`src/rtl/grid_stream_reader_pkg.sv`:
```
// Shared defaults and types for the grid RAM stream reader.
package grid_stream_reader_pkg;

    localparam int unsigned DEF_DATA_WIDTH    = 16;
    localparam int unsigned DEF_ADDRESS_WIDTH = 12;
    localparam int unsigned DEF_GRID_W        = 50;
    localparam int unsigned DEF_GRID_H        = 50;

    // Tag bits carried next to each cell word: row(6) + col(6) + last(1).
    localparam int unsigned TAG_WIDTH = 13;

    typedef enum logic [1:0] {
        IDLE  = 2'd0,
        RUN   = 2'd1,
        DRAIN = 2'd2
    } state_t;

endpackage

```
`src/rtl/grid_stream_reader_fifo2.sv`:
```
// Two-entry synchronous FIFO absorbing the one-cycle RAM read latency.
module stream_fifo2
    import grid_stream_reader_pkg::*;
#(
    parameter int unsigned WIDTH = DEF_DATA_WIDTH + TAG_WIDTH
) (
    input  logic             clk,
    input  logic             rst,
    input  logic             push,
    input  logic             pop,
    input  logic [WIDTH-1:0] din,
    output logic [WIDTH-1:0] dout,
    output logic [1:0]       count,
    output logic             empty,
    output logic             full
);

    logic [WIDTH-1:0] mem [2];
    logic             wr_ptr;
    logic             rd_ptr;

    assign dout  = mem[rd_ptr];
    assign empty = (count == 2'd0);
    assign full  = (count == 2'd2);

    // Pointer and occupancy bookkeeping; push while full is fine when a pop frees the head slot.
    always_ff @(posedge clk) begin
        if (rst) begin
            wr_ptr <= 1'b0;
            rd_ptr <= 1'b0;
            count  <= 2'd0;
        end else begin
            if (push) wr_ptr <= ~wr_ptr;
            if (pop)  rd_ptr <= ~rd_ptr;
            unique case ({push, pop})
                2'b10:   count <= count + 2'd1;
                2'b01:   count <= count - 2'd1;
                default: count <= count;
            endcase
        end
    end

    // Storage; contents need no reset because the reader masks the head while empty.
    always_ff @(posedge clk) begin
        if (push) mem[wr_ptr] <= din;
    end

    a_no_pop_empty: assert property (@(posedge clk) disable iff (rst) !(pop && empty));
    a_no_push_full: assert property (@(posedge clk) disable iff (rst) !(push && full && !pop));

endmodule

```
`src/rtl/grid_stream_reader.sv`:
```
// Raster-order read initiator for the grid RAM, emitting tagged cells as a valid/ready stream.
module grid_stream_reader
    import grid_stream_reader_pkg::*;
#(
    parameter int unsigned DATA_WIDTH    = DEF_DATA_WIDTH,
    parameter int unsigned ADDRESS_WIDTH = DEF_ADDRESS_WIDTH,
    parameter int unsigned GRID_W        = DEF_GRID_W,
    parameter int unsigned GRID_H        = DEF_GRID_H
) (
    input  logic                     clk,
    input  logic                     rst,
    input  logic                     start,
    output logic                     busy,
    output logic                     done,
    output logic [ADDRESS_WIDTH-1:0] ram_addr,
    output logic                     ram_write_en,
    output logic [DATA_WIDTH-1:0]    ram_data_in,
    input  logic [DATA_WIDTH-1:0]    ram_data_out,
    output logic                     m_valid,
    input  logic                     m_ready,
    output logic [DATA_WIDTH-1:0]    m_data,
    output logic [5:0]               m_row,
    output logic [5:0]               m_col,
    output logic                     m_last
);

    localparam int unsigned FIFO_WIDTH = DATA_WIDTH + TAG_WIDTH;
    localparam logic [ADDRESS_WIDTH-1:0] LAST_ADDR = ADDRESS_WIDTH'(GRID_W * GRID_H - 1);
    localparam logic [5:0] LAST_COL = 6'(GRID_W - 1);

    state_t state, state_next;

    logic [ADDRESS_WIDTH-1:0] addr_cnt;
    logic [ADDRESS_WIDTH-1:0] addr_hold;
    logic [5:0]               row_cnt;
    logic [5:0]               col_cnt;
    logic                     inflight;
    logic [5:0]               tag_row;
    logic [5:0]               tag_col;
    logic                     tag_last;
    logic                     done_q;

    logic                     issue;
    logic                     room;
    logic                     pop;
    logic [FIFO_WIDTH-1:0]    fifo_din;
    logic [FIFO_WIDTH-1:0]    fifo_dout;
    logic [1:0]               fifo_count;
    logic                     fifo_empty;
    logic                     fifo_full;

    stream_fifo2 #(
        .WIDTH(FIFO_WIDTH)
    ) u_fifo (
        .clk  (clk),
        .rst  (rst),
        .push (inflight),
        .pop  (pop),
        .din  (fifo_din),
        .dout (fifo_dout),
        .count(fifo_count),
        .empty(fifo_empty),
        .full (fifo_full)
    );

    assign fifo_din = {ram_data_out, tag_row, tag_col, tag_last};

    assign m_valid = !fifo_empty;
    assign pop     = m_valid & m_ready;
    assign m_data  = m_valid ? fifo_dout[FIFO_WIDTH-1 -: DATA_WIDTH] : '0;
    assign m_row   = m_valid ? fifo_dout[12:7] : '0;
    assign m_col   = m_valid ? fifo_dout[6:1]  : '0;
    assign m_last  = m_valid & fifo_dout[0];

    // count + inflight - pop < 2; a pop implies count >= 1, so that reduces to "not (full and inflight)".
    assign room = pop ? !(fifo_full & inflight)
                      : (({1'b0, fifo_count} + {2'b00, inflight}) < 3'd2);

    assign ram_addr     = (state == IDLE) ? '0 : (issue ? addr_cnt : addr_hold);
    assign ram_write_en = 1'b0;
    assign ram_data_in  = '0;
    assign done         = done_q;
    assign busy         = (state != IDLE) | done_q;

    // State register and end-of-sweep pulse.
    always_ff @(posedge clk) begin
        if (rst) begin
            state  <= IDLE;
            done_q <= 1'b0;
        end else begin
            state  <= state_next;
            done_q <= (state == DRAIN) && pop && m_last;
        end
    end

    // Next-state and read-issue decision.
    always_comb begin
        state_next = state;
        issue      = 1'b0;
        unique case (state)
            IDLE: begin
                if (start) state_next = RUN;
            end
            RUN: begin
                issue = room;
                if (room && (addr_cnt == LAST_ADDR)) state_next = DRAIN;
            end
            DRAIN: begin
                if (pop && m_last) state_next = IDLE;
            end
            default: state_next = IDLE;
        endcase
    end

    // Address, row and column counters; cleared while idle so each sweep starts at cell 0.
    always_ff @(posedge clk) begin
        if (rst || (state == IDLE)) begin
            addr_cnt  <= '0;
            addr_hold <= '0;
            row_cnt   <= '0;
            col_cnt   <= '0;
        end else if (issue) begin
            addr_hold <= addr_cnt;
            if (addr_cnt != LAST_ADDR) addr_cnt <= addr_cnt + 1'b1;
            if (col_cnt == LAST_COL) begin
                col_cnt <= '0;
                row_cnt <= row_cnt + 6'd1;
            end else begin
                col_cnt <= col_cnt + 6'd1;
            end
        end
    end

    // Tags follow the read by one cycle so they meet the RAM word at the FIFO input.
    always_ff @(posedge clk) begin
        if (rst) begin
            inflight <= 1'b0;
            tag_row  <= '0;
            tag_col  <= '0;
            tag_last <= 1'b0;
        end else begin
            inflight <= issue;
            if (issue) begin
                tag_row  <= row_cnt;
                tag_col  <= col_cnt;
                tag_last <= (addr_cnt == LAST_ADDR);
            end
        end
    end

endmodule

```
`config.mk`:
```
export PLATFORM = sky130hd
export DESIGN_NAME = grid_stream_reader
export DESIGN_NICKNAME = d
export VERILOG_FILES = /design/src/rtl/grid_stream_reader_pkg.sv /design/src/rtl/grid_stream_reader_fifo2.sv /design/src/rtl/grid_stream_reader.sv
export SDC_FILE = /design/constraint.sdc
export NUM_CORES = 1
export LEC_CHECK = 0
export BUFFER_PORTS_ARGS = -buffer_cell sky130_fd_sc_hd__buf_4
export CAP_MARGIN = 30
export CORE_MARGIN = 1.5
export CORE_UTILIZATION = 56
export CTS_CLUSTER_DIAMETER = 50
export CTS_CLUSTER_SIZE = 25
export DETAILED_ROUTE_END_ITERATION = 12
export GPL_ROUTABILITY_DRIVEN = 0
export PLACE_DENSITY = 0.81
export SLEW_MARGIN = 10
export SYNTH_ARGS = -nofsm -noshare
export SYNTH_HDL_FRONTEND = slang
export SYNTH_HIERARCHICAL = 1
export SYNTH_SLANG_ARGS = --single-unit
```
`constraint.sdc`:
```
create_clock -name clk -period 2.65 [get_ports clk]
set_input_delay 0.53 -clock clk [delete_from_list [all_inputs] [get_ports clk]]
set_output_delay 0.53 -clock clk [all_outputs]
set_load 0.005 [all_outputs]
```
==> results.py, run 1 <==
metrics = {
    "global_route": {
        "use_met2": 0.403,
        "grt_use_met1": 0.278,
        "grt_pass1_wl_mm": 17.3,
        "grt_pass1_vias": 3473,
        "top_usage_layer": "met2",
        "grt_util_all_layers": 0.235,
        "grt_start_max_net_pins": 32,
        "grt.overflow.total": 0,
        "antenna_found_initial": 0,
        "met3_usage": 0.0708,
    },
    "detailed_routing": {
        "drt_wl_total_mm": 11.0,
        "vias_per_cell": 5.65,
        "dr.pass1.iters": 5,
        "via_count": 3542,
        "drc": 0,
        "wl_per_cell_um": 17.6,
        "ant_nets": 0,
        "drt_iter0_drc": 321,
    },
    "synthesis": {
        "ys_seq_area_frac": 0.588,
        "syn_inst": 434,
        "ys_ff_latch": 116,
        "synth_area_um2": 4940,
        "ys_types": 43,
        "async_reset_ff_frac": 0,
        "syn_area_per_cell_um2": 11.4,
        "ys.flop_type": "edfxtp_1",
        "synth_edf_count": 58,
        "yosys_warnings": 6,
    },
    "timing": {
        "slew_headroom": 0.484,
        "max_freq_mhz": 388,
        "worst_slew_pin_slew_ns": 0.774,
        "setup_viol": 0,
        "grt_setup_unrepaired": "false",
        "report.final.slew_viol_count": 0,
        "finalCriticalPeriod_ns": 2.57,
        "fin_setup_tns_ns": 0,
        "hold_viol_final": 0,
        "finalClockSkew_ns": 0.0102,
        "finalCritPeriodShare": 0.971,
    },
    "final_layout": {
        "regArea_um2": 2910,
        "drive_above_1_share": 0.301,
        "areaGrowthSynthToFinish_pct": 28.1,
        "nets": 531,
        "fillers": 554,
        "antenna_cells": 0,
        "final_cells": 627,
        "design_area_um2": 6330,
        "multi_input_comb_area_um2": 1950,
    },
    "critical_path": {
        "arrival_ns": 2.04,
        "cp-end-kind": "primary output",
        "required_ns": 2.12,
        "start_kind": "flip-flop",
        "path_max_fanout": 7,
        "path_class": "flip-flop to primary output",
    },
    "die": {
        "die_h_um": 96.9,
        "die_area_um2": 9390,
        "rows": 34,
        "die_x_um": 96.9,
        "io_pins": 81,
        "fp.coreArea_um2": 8640,
        "start_util": 0.572,
    },
    "run_status": {
        "status": "finished, final reports clean",
    },
    "clock_tree": {
        "clkTransAtPathRegs_ns": 0.06,
        "clockRootBuffer": "clkbuf_8",
        "cts_hold_buf": 0,
        "ctsLongestPathBuffers": 2,
        "cts_made_buffers": 17,
        "insertion_delay_ns": 0.51,
        "cts_num_sinks": 116,
        "cts_tree": "yes",
        "htreeDepth": 4,
    },
    "placed_design": {
        "dp_hpwl_mm": 5.90,
        "port-buffer-count": 63,
        "numPlacedInstances": 589,
        "place_area_um2": 5440,
    },
    "hold_path": {
        "min_path_type": "primary input to flip-flop",
    },
    "power": {
        "p_leak_nw": 2.40,
        "irDropWorstVdd_uv": 547,
        "total_power_mw": 5.57,
        "p_per_area_nw_per_um2": 881,
    },
    "run": {
        "drv_cap": 0,
    },
}
cell usage after synthesis (all sizes together), types with 5 or more instances:
library cell	number	area share
a21oi	34	0.034
buf	27	0.038
clkbuf	12	0.0091
dfxtp	58	0.24
edfxtp	58	0.35
ha	5	0.013
mux2	29	0.066
mux2i	17	0.034
nand2	40	0.030
nand3	12	0.012
nor2	36	0.027
nor2b	30	0.040
o21ai	9	0.0091
o31ai	10	0.015
or2	6	0.0076
or3	9	0.011
or4	9	0.014
registers in the layout, summed over array words and instances (netlist names), named ones only:
signal / count
row_cnt: 6
u_fifo/count: 2
tag_row: 6
col_cnt: 6
u_fifo/wr_ptr: 1
u_fifo/mem: 58
state: 2
addr_cnt: 12
tag_last: 1
u_fifo/rd_ptr: 1
addr_hold: 12
inflight: 1
done: 1
tag_col: 6
worst max-delay path, stage by stage (launching register included):
cell       delay, ns
dfxtp_4         0.37
and2b_2         0.24
nand4b_4        0.11
o211ai_4        0.15
clkbuf_16       0.23
mux2i_1         0.24
nor2_1          0.06
buf_4           0.13
report_power, final:
| part | switching (mW) | internal [mW] |
|---|---|---|
| Clock | 0.840 | 1.73 |
| Combinational | 0.494 | 0.514 |
| Sequential | 0.0436 | 1.95 |
what timing repair did:
action | 4_1_cts | 5_1_grt
endpoints found under the setup margin | 12 | 12
pin swaps | 0 | 1
cloned | 2 | 1
resized for setup | 2 | 18
buffers inserted | 1 | 2
cells by family (layout without fill, tap and decap cells):
logic type                 count (synthesis)  count (layout)  share of synthesized area
and+or+nand+nor                          161             161                      0.171
other                                      1              17                   0.000760
AOI/OAI and AO/OA                         58              58                     0.0699
xor gates and xnor gates                   4               4                    0.00710
buffers and inverters                     43             112                     0.0499
adders and majority gates                  5               5                     0.0127
muxes                                     46              46                      0.101
DFF                                      116             116                      0.588
path summary, 6_finish.rpt:
| check | from | slack, ns | cells past startpoint | end |
|---|---|---|---|---|
| setup / recovery | u_fifo/count[0] | 0.08 | 7 | ram_addr[5] |
| setup reg to reg | u_fifo/count[0] | 0.61 | 7 | addr_cnt[11] |
| hold / removal | ram_data_out[14] | 0.20 | 1 | u_fifo/mem[1][27] |
| hold reg to reg | tag_col[4] | 0.45 | 0 | u_fifo/mem[0][5] |
final cells by class:
type,instances,area share
clock inverters,14,0.0394
inverters,4,0.00237
clock buffers,18,0.0661
multi-input cells,291,0.308
well taps,108,0.0214
repair buffers,76,0.103
flip-flops and latches,116,0.460
per-stage QoR:
step | hold WS [ns] | worst slack, ns | utilization
finish | 0.203 | 0.0756 | 0.733
global route | 0.173 | 0.0101 | 0.733
CTS | 0.186 | 0.0175 | 0.717
detailed placement | 0.440 | 0.321 | 0.630
global placement | 0.433 | 0.394 | 0.630
floorplan | 0.425 | 0.502 | -
metal layers:
metal,up-vias,part of all wire
met4,0,0.017
met3,20,0.046
met5,-,0
met2,132,0.53
met1,1731,0.41
li1,1659,-
layout by cell type, fill, tap and decap left out, drive strengths merged, types with 2 or more instances in the layout:
cell type,instances
nand2,40
conb,17
ha,5
xnor2,3
bufinv,6
o31ai,10
and2b,2
clkbuf,19
or3,9
mux2i,17
bufbuf,2
o21ai,9
a21oi,34
clkinv,5
edfxtp,58
mux2,29
nor2,36
and4,2
nand4,4
nand3,12
nor2b,30
buf,73
or2,6
inv,6
o21a,2
and3,4
or4,9
dfxtp,58
Power figures use the tool's default switching activity.
==> run 2: changes to the inputs <==
Settings changed: ABC_AREA from default to 1, CORE_UTILIZATION 56 to 57, PLACE_DENSITY 0.81 to 0.82.
==> results.py, run 2 <==
metrics = {
    "detailed_routing": {
        "vias_per_cell": 5.34,
        "drt_iter0_drc": 284,
        "ant_nets": 0,
        "drt_wl_total_mm": 11.1,
        "dr.pass1.iters": 5,
        "wl_met2_mm": 5.68,
        "drc": 0,
        "via_count": 4108,
        "wl_per_cell_um": 14.5,
        "top_layer_used": "met4",
        "wl_met3_um": 744,
        "wl_met1_mm": 4.44,
    },
    "clock_tree": {
        "cts_num_sinks": 116,
        "htreeDepth": 4,
        "insertion_delay_ns": 0.51,
        "clockRootBuffer": "clkbuf_8",
        "ctsLongestPathBuffers": 2,
        "cts_made_buffers": 17,
        "clkTransAtPathRegs_ns": 0.06,
        "cts_tree": "yes",
    },
    "timing": {
        "worst_slew_pin_slew_ns": 0.601,
        "finalClockSkew_ns": 0.0123,
        "timing.hold.ws_ns": 0.202,
        "fin_ws_ns": 0.107,
        "hold_viol_final": 0,
        "max_freq_mhz": 393,
        "finalCritPeriodShare": 0.959,
        "finalCriticalPeriod_ns": 2.54,
        "setup_viol": 0,
        "report.final.slew_viol_count": 0,
        "slew_headroom": 0.599,
    },
    "critical_path": {
        "cp_slowest_cell": "dfxtp_2",
        "arrival_ns": 2.01,
        "required_ns": 2.12,
        "cpMostUsedCell": "nor2_4",
        "crit_start": "u_fifo/count[0]",
        "start_kind": "flip-flop",
        "r2r-start": "u_fifo/count[1]",
        "path_max_fanout": 14,
        "max_stage_delay_ns": 0.40,
        "cp-end-kind": "primary output",
        "path_cells": "nor2_4, nor2_4, nand2_2, nand2_4, nor2_4, buf_12, o21ai_1, nor2_1, buf_4",
        "path_class": "flip-flop to primary output",
    },
    "synthesis": {
        "synth_area_um2": 5270,
        "synth_most_common_cell": "nand2_1",
        "synth_edf_count": 58,
        "ys_seq_area_frac": 0.551,
        "yosys_warnings": 6,
        "syn_inst": 573,
        "ys.flop_type": "edfxtp_1",
        "async_reset_ff_frac": 0,
        "synth_top_cell_by_area": "edfxtp_1",
        "syn_area_per_cell_um2": 9.20,
        "ys_ff_latch": 116,
        "synth_area_leaders": "edfxtp_1, dfxtp_1, nand2_1",
        "ys_types": 31,
        "synth_common_cells": "nand2_1, nor2_1, inv_1",
        "synth_top_area_frac": 0.331,
    },
    "die": {
        "die_area_um2": 9830,
        "die_x_um": 99.1,
        "fp.coreArea_um2": 8850,
        "start_util": 0.595,
        "io_pins": 81,
        "die_h_um": 99.1,
        "rows": 34,
    },
    "hold_path": {
        "worstHoldStart": "ram_data_out[7]",
        "min_path_type": "primary input to flip-flop",
    },
    "run_status": {
        "status": "finished, final reports clean",
    },
    "power": {
        "irDropWorstVdd_uv": 436,
        "p_leak_nw": 2.61,
        "p_per_area_nw_per_um2": 768,
    },
    "global_route": {
        "grt.overflow.total": 0,
        "grt_util_all_layers": 0.234,
        "grt_start_max_net_pins": 30,
        "grt_pass1_wl_mm": 18.0,
        "antenna_found_initial": 0,
        "grt_pass1_vias": 3875,
    },
    "final_layout": {
        "largest_reg_flops": 58,
        "final_common_cell": "nand2_1",
        "areaGrowthSynthToFinish_pct": 22.3,
        "largestRegisters": "u_fifo/mem: 58 flops, addr_cnt: 12 flops, addr_hold: 12 flops",
        "antenna_cells": 0,
        "nets": 674,
        "final_cell_mix": "nand2_1, nor2_1, buf_4, inv_1, edfxtp_1",
        "drive_above_1_share": 0.245,
        "regMostFlops": "u_fifo/mem",
    },
    "placed_design": {
        "port-buffer-count": 63,
        "place_ws_ns": 0.383,
        "dp_hpwl_mm": 6.73,
    },
    "run": {
        "drv_cap": 0,
    },
}
==> run 2: cell count changes after synthesis, moves of 11 or more <==
cell     delta
inv_1      +57
o21ai_1    +11
mux2i_1    -17
nand2_1    +70
nand3_1    +14
nor2b_1    -29
nor2_1     +59
==> run 2: logic make-up after synthesis <==
logic type,share of synthesized area
xor+xnor,0.0116
other cells,0.000712
fa+ha+maj,0.0119
buf+inv,0.0931
flops,0.551
compound gates,0.0546
simple gates,0.208
mux,0.0691
==> run 2: worst paths after layout <==
kind / end / slack (ns) / depth (start not counted)
hold reg to reg: u_fifo/mem[1][0] / 0.44 / 0
hold / removal: u_fifo/mem[1][20] / 0.20 / 1
setup / recovery: ram_addr[11] / 0.11 / 9
setup reg to reg: addr_cnt[1] / 0.65 / 11
==> run 2: critical path: cells and delay by family, from the launching register on <==
kind	cells	cell delay, ns
AND/OR/NAND/NOR	6	0.60
AO/OA/AOI/OAI	1	0.18
flip-flops	1	0.40
buffers and inverters	2	0.31
==> run 2: through the flow <==
step / instance area (um2) / TNS (ns) / cells / total power [mW] / util
floorplan: 5330 / 0 / 589 / 2.46 / -
global placement: 5760 / 0 / 732 / 2.65 / 0.651
detailed placement: 5760 / 0 / 732 / 2.67 / 0.651
CTS: 6370 / 0 / 765 / 4.93 / 0.720
global route: 6450 / -0.0141 / 770 / 5.15 / 0.729
finish: 6450 / 0 / 770 / 4.95 / 0.729
==> run 2: per-layer routing <==
| metal | vias to the layer above | GRT usage |
|---|---|---|
| li1 | 1979 | - |
| met1 | 1898 | 0.272 |
| met2 | 190 | 0.411 |
| met3 | 41 | 0.0668 |
| met4 | 0 | 0.0921 |
| met5 | - | 0 |
==> run 2: timing repair <==
action	in CTS	in global routing
gates resized for setup	0	7
pin swaps	1	3
gates cloned	1	1
hold buffers	0	0
endpoints found under the setup margin	8	12
endpoints found under the hold margin	0	0
setup buffers	0	4
==> run 2: area by class of cell <==
cell class,instances,area (um2)
flip-flops and latches,116,2910
clock inverters,15,180
fillers,598,2400
well taps,108,135
inverters,65,244
clock buffers,17,414
repair buffers,76,583
multi-input cells,373,1980
==> run 2: where the power goes <==
group / switching, mW / internal, mW / total, mW / leakage [nW]
clock network: 0.831 / 1.43 / 2.26 / 0.274
logic: 0.388 / 0.313 / 0.701 / 1.30
registers: 0.0371 / 1.95 / 1.99 / 1.03
total: 1.26 / 3.70 / 4.95 / 2.61
==> run 3: changes to the inputs <==
Settings changed: PLACE_DENSITY 0.82 to 0.8.
==> results.py, run 3 (synthesis gave the netlist of run 2 again) <==
metrics = {
    "critical_path": {
        "required_ns": 2.12,
        "start_kind": "flip-flop",
        "cp_slowest_cell": "dfxtp_2",
        "cp-end-kind": "primary output",
        "path_cells": "nor2_4, nor2_4, nand2_2, nand2_4, nor2_4, nand2_1, o21ai_1, nor2_1, buf_4",
        "critical-path-top-delay-family": "simple AND/OR/NAND/NOR gates",
        "arrival_ns": 1.92,
        "path_buf_inv": 1,
        "path_max_fanout": 8,
        "cpMostUsedCell": "nor2_4",
        "max_stage_delay_ns": 0.35,
        "path_class": "flip-flop to primary output",
    },
    "clock_tree": {
        "cts_hold_buf": 0,
        "ctsLongestPathBuffers": 2,
        "cts_made_buffers": 17,
        "insertion_delay_ns": 0.52,
        "clockRootBuffer": "clkbuf_8",
        "clkTransAtPathRegs_ns": 0.06,
        "htreeDepth": 4,
        "cts_tree": "yes",
        "cts_num_sinks": 116,
    },
    "die": {
        "die_x_um": 99.1,
        "die_area_um2": 9830,
        "start_util": 0.595,
        "fp.coreArea_um2": 8850,
        "rows": 34,
        "io_pins": 81,
        "die_h_um": 99.1,
    },
    "global_route": {
        "grt_pass1_vias": 3893,
        "grt_start_max_net_pins": 30,
        "grt_pass1_wl_mm": 18.1,
        "grt.overflow.total": 0,
        "grt_util_all_layers": 0.237,
        "antenna_found_initial": 0,
    },
    "run_status": {
        "status": "finished, final reports clean",
    },
    "run": {
        "drv_cap": 0,
    },
    "final_layout": {
        "final_common_cell": "nand2_1",
        "nets": 673,
        "design_area_um2": 6370,
        "largest_reg_flops": 58,
        "drive_above_1_share": 0.244,
        "final_cell_mix": "nand2_1, nor2_1, buf_4, inv_1, edfxtp_1",
        "largestRegisters": "u_fifo/mem: 58 flops, addr_cnt: 12 flops, addr_hold: 12 flops",
        "regMostFlops": "u_fifo/mem",
        "areaGrowthSynthToFinish_pct": 20.9,
        "fillers": 625,
        "antenna_cells": 0,
    },
    "detailed_routing": {
        "ant_nets": 0,
        "drt_wl_total_mm": 11.2,
        "drt_iter0_drc": 205,
        "drc": 0,
        "vias_per_cell": 5.31,
        "dr.pass1.iters": 5,
        "wl_per_cell_um": 14.6,
        "via_count": 4086,
    },
    "timing": {
        "finalCriticalPeriod_ns": 2.45,
        "worst_slew_pin_slew_ns": 0.912,
        "report.final.slew_viol_count": 0,
        "finalClockSkew_ns": 0.00741,
        "setup_viol": 0,
        "timing.hold.ws_ns": 0.196,
        "fin_ws_ns": 0.204,
        "grt_setup_unrepaired": "false",
        "hold_viol_final": 0,
        "max_freq_mhz": 409,
        "fin_setup_tns_ns": 0,
        "finalCritPeriodShare": 0.923,
        "slew_headroom": 0.391,
    },
    "power": {
        "irDropWorstVdd_uv": 502,
        "p_leak_nw": 2.58,
        "p_per_area_nw_per_um2": 746,
    },
    "hold_path": {
        "min_path_type": "primary input to flip-flop",
    },
    "placed_design": {
        "port-buffer-count": 63,
        "dp_hpwl_mm": 6.95,
        "place_ws_ns": 0.367,
        "place_area_um2": 5770,
    },
}
[run 3: path summary, 6_finish.rpt]
path	start	end	cells past startpoint	slack (ns)
max	u_fifo/count[1]	ram_addr[3]	9	0.20
min	ram_data_out[7]	u_fifo/mem[1][20]	1	0.20
max reg2reg	addr_cnt[0]	addr_cnt[9]	7	0.71
min reg2reg	tag_col[1]	u_fifo/mem[0][2]	0	0.45
[run 3: per-stage QoR]
step | power, mW | util | cells
2_1_floorplan | 2.46 | - | 589
3_3_place_gp | 2.65 | 0.652 | 733
3_5_place_dp | 2.68 | 0.652 | 733
4_1_cts | 4.76 | 0.717 | 768
5_1_grt | 4.94 | 0.720 | 769
6_report | 4.76 | 0.720 | 769
[run 3: per-layer routing]
metal / up-vias / GRT usage / routed length, um / share of wire
li1: 1980 / - / - / -
met3: 29 / 0.0689 / 709 / 0.063
met1: 1911 / 0.277 / 4550 / 0.40
met5: - / 0 / 0 / 0
met4: 0 / 0.0888 / 193 / 0.017
met2: 166 / 0.414 / 5790 / 0.51
[run 3: repair_timing]
| action | in CTS | in global routing |
|---|---|---|
| gates resized for setup | 0 | 5 |
| setup endpoints to repair | 11 | 12 |
| cloned | 1 | 1 |
| pin swaps | 2 | 1 |
| setup buffers | 2 | 0 |
[run 3: cell type report]
class	count	area [um2]	area share
timing repair buffer	75	563	0.0884
tap	108	135	0.0212
sequential	116	2910	0.456
multi-input combinational	373	1980	0.310
inverter	65	244	0.0383
clock buffer	17	414	0.0650
clock inverter	15	131	0.0206
[run 3: report_power, final]
part           internal, mW  switching (mW)  leakage [nW]
Combinational         0.306           0.385          1.30
Sequential             1.95          0.0397          1.03
Clock                  1.24           0.833         0.257
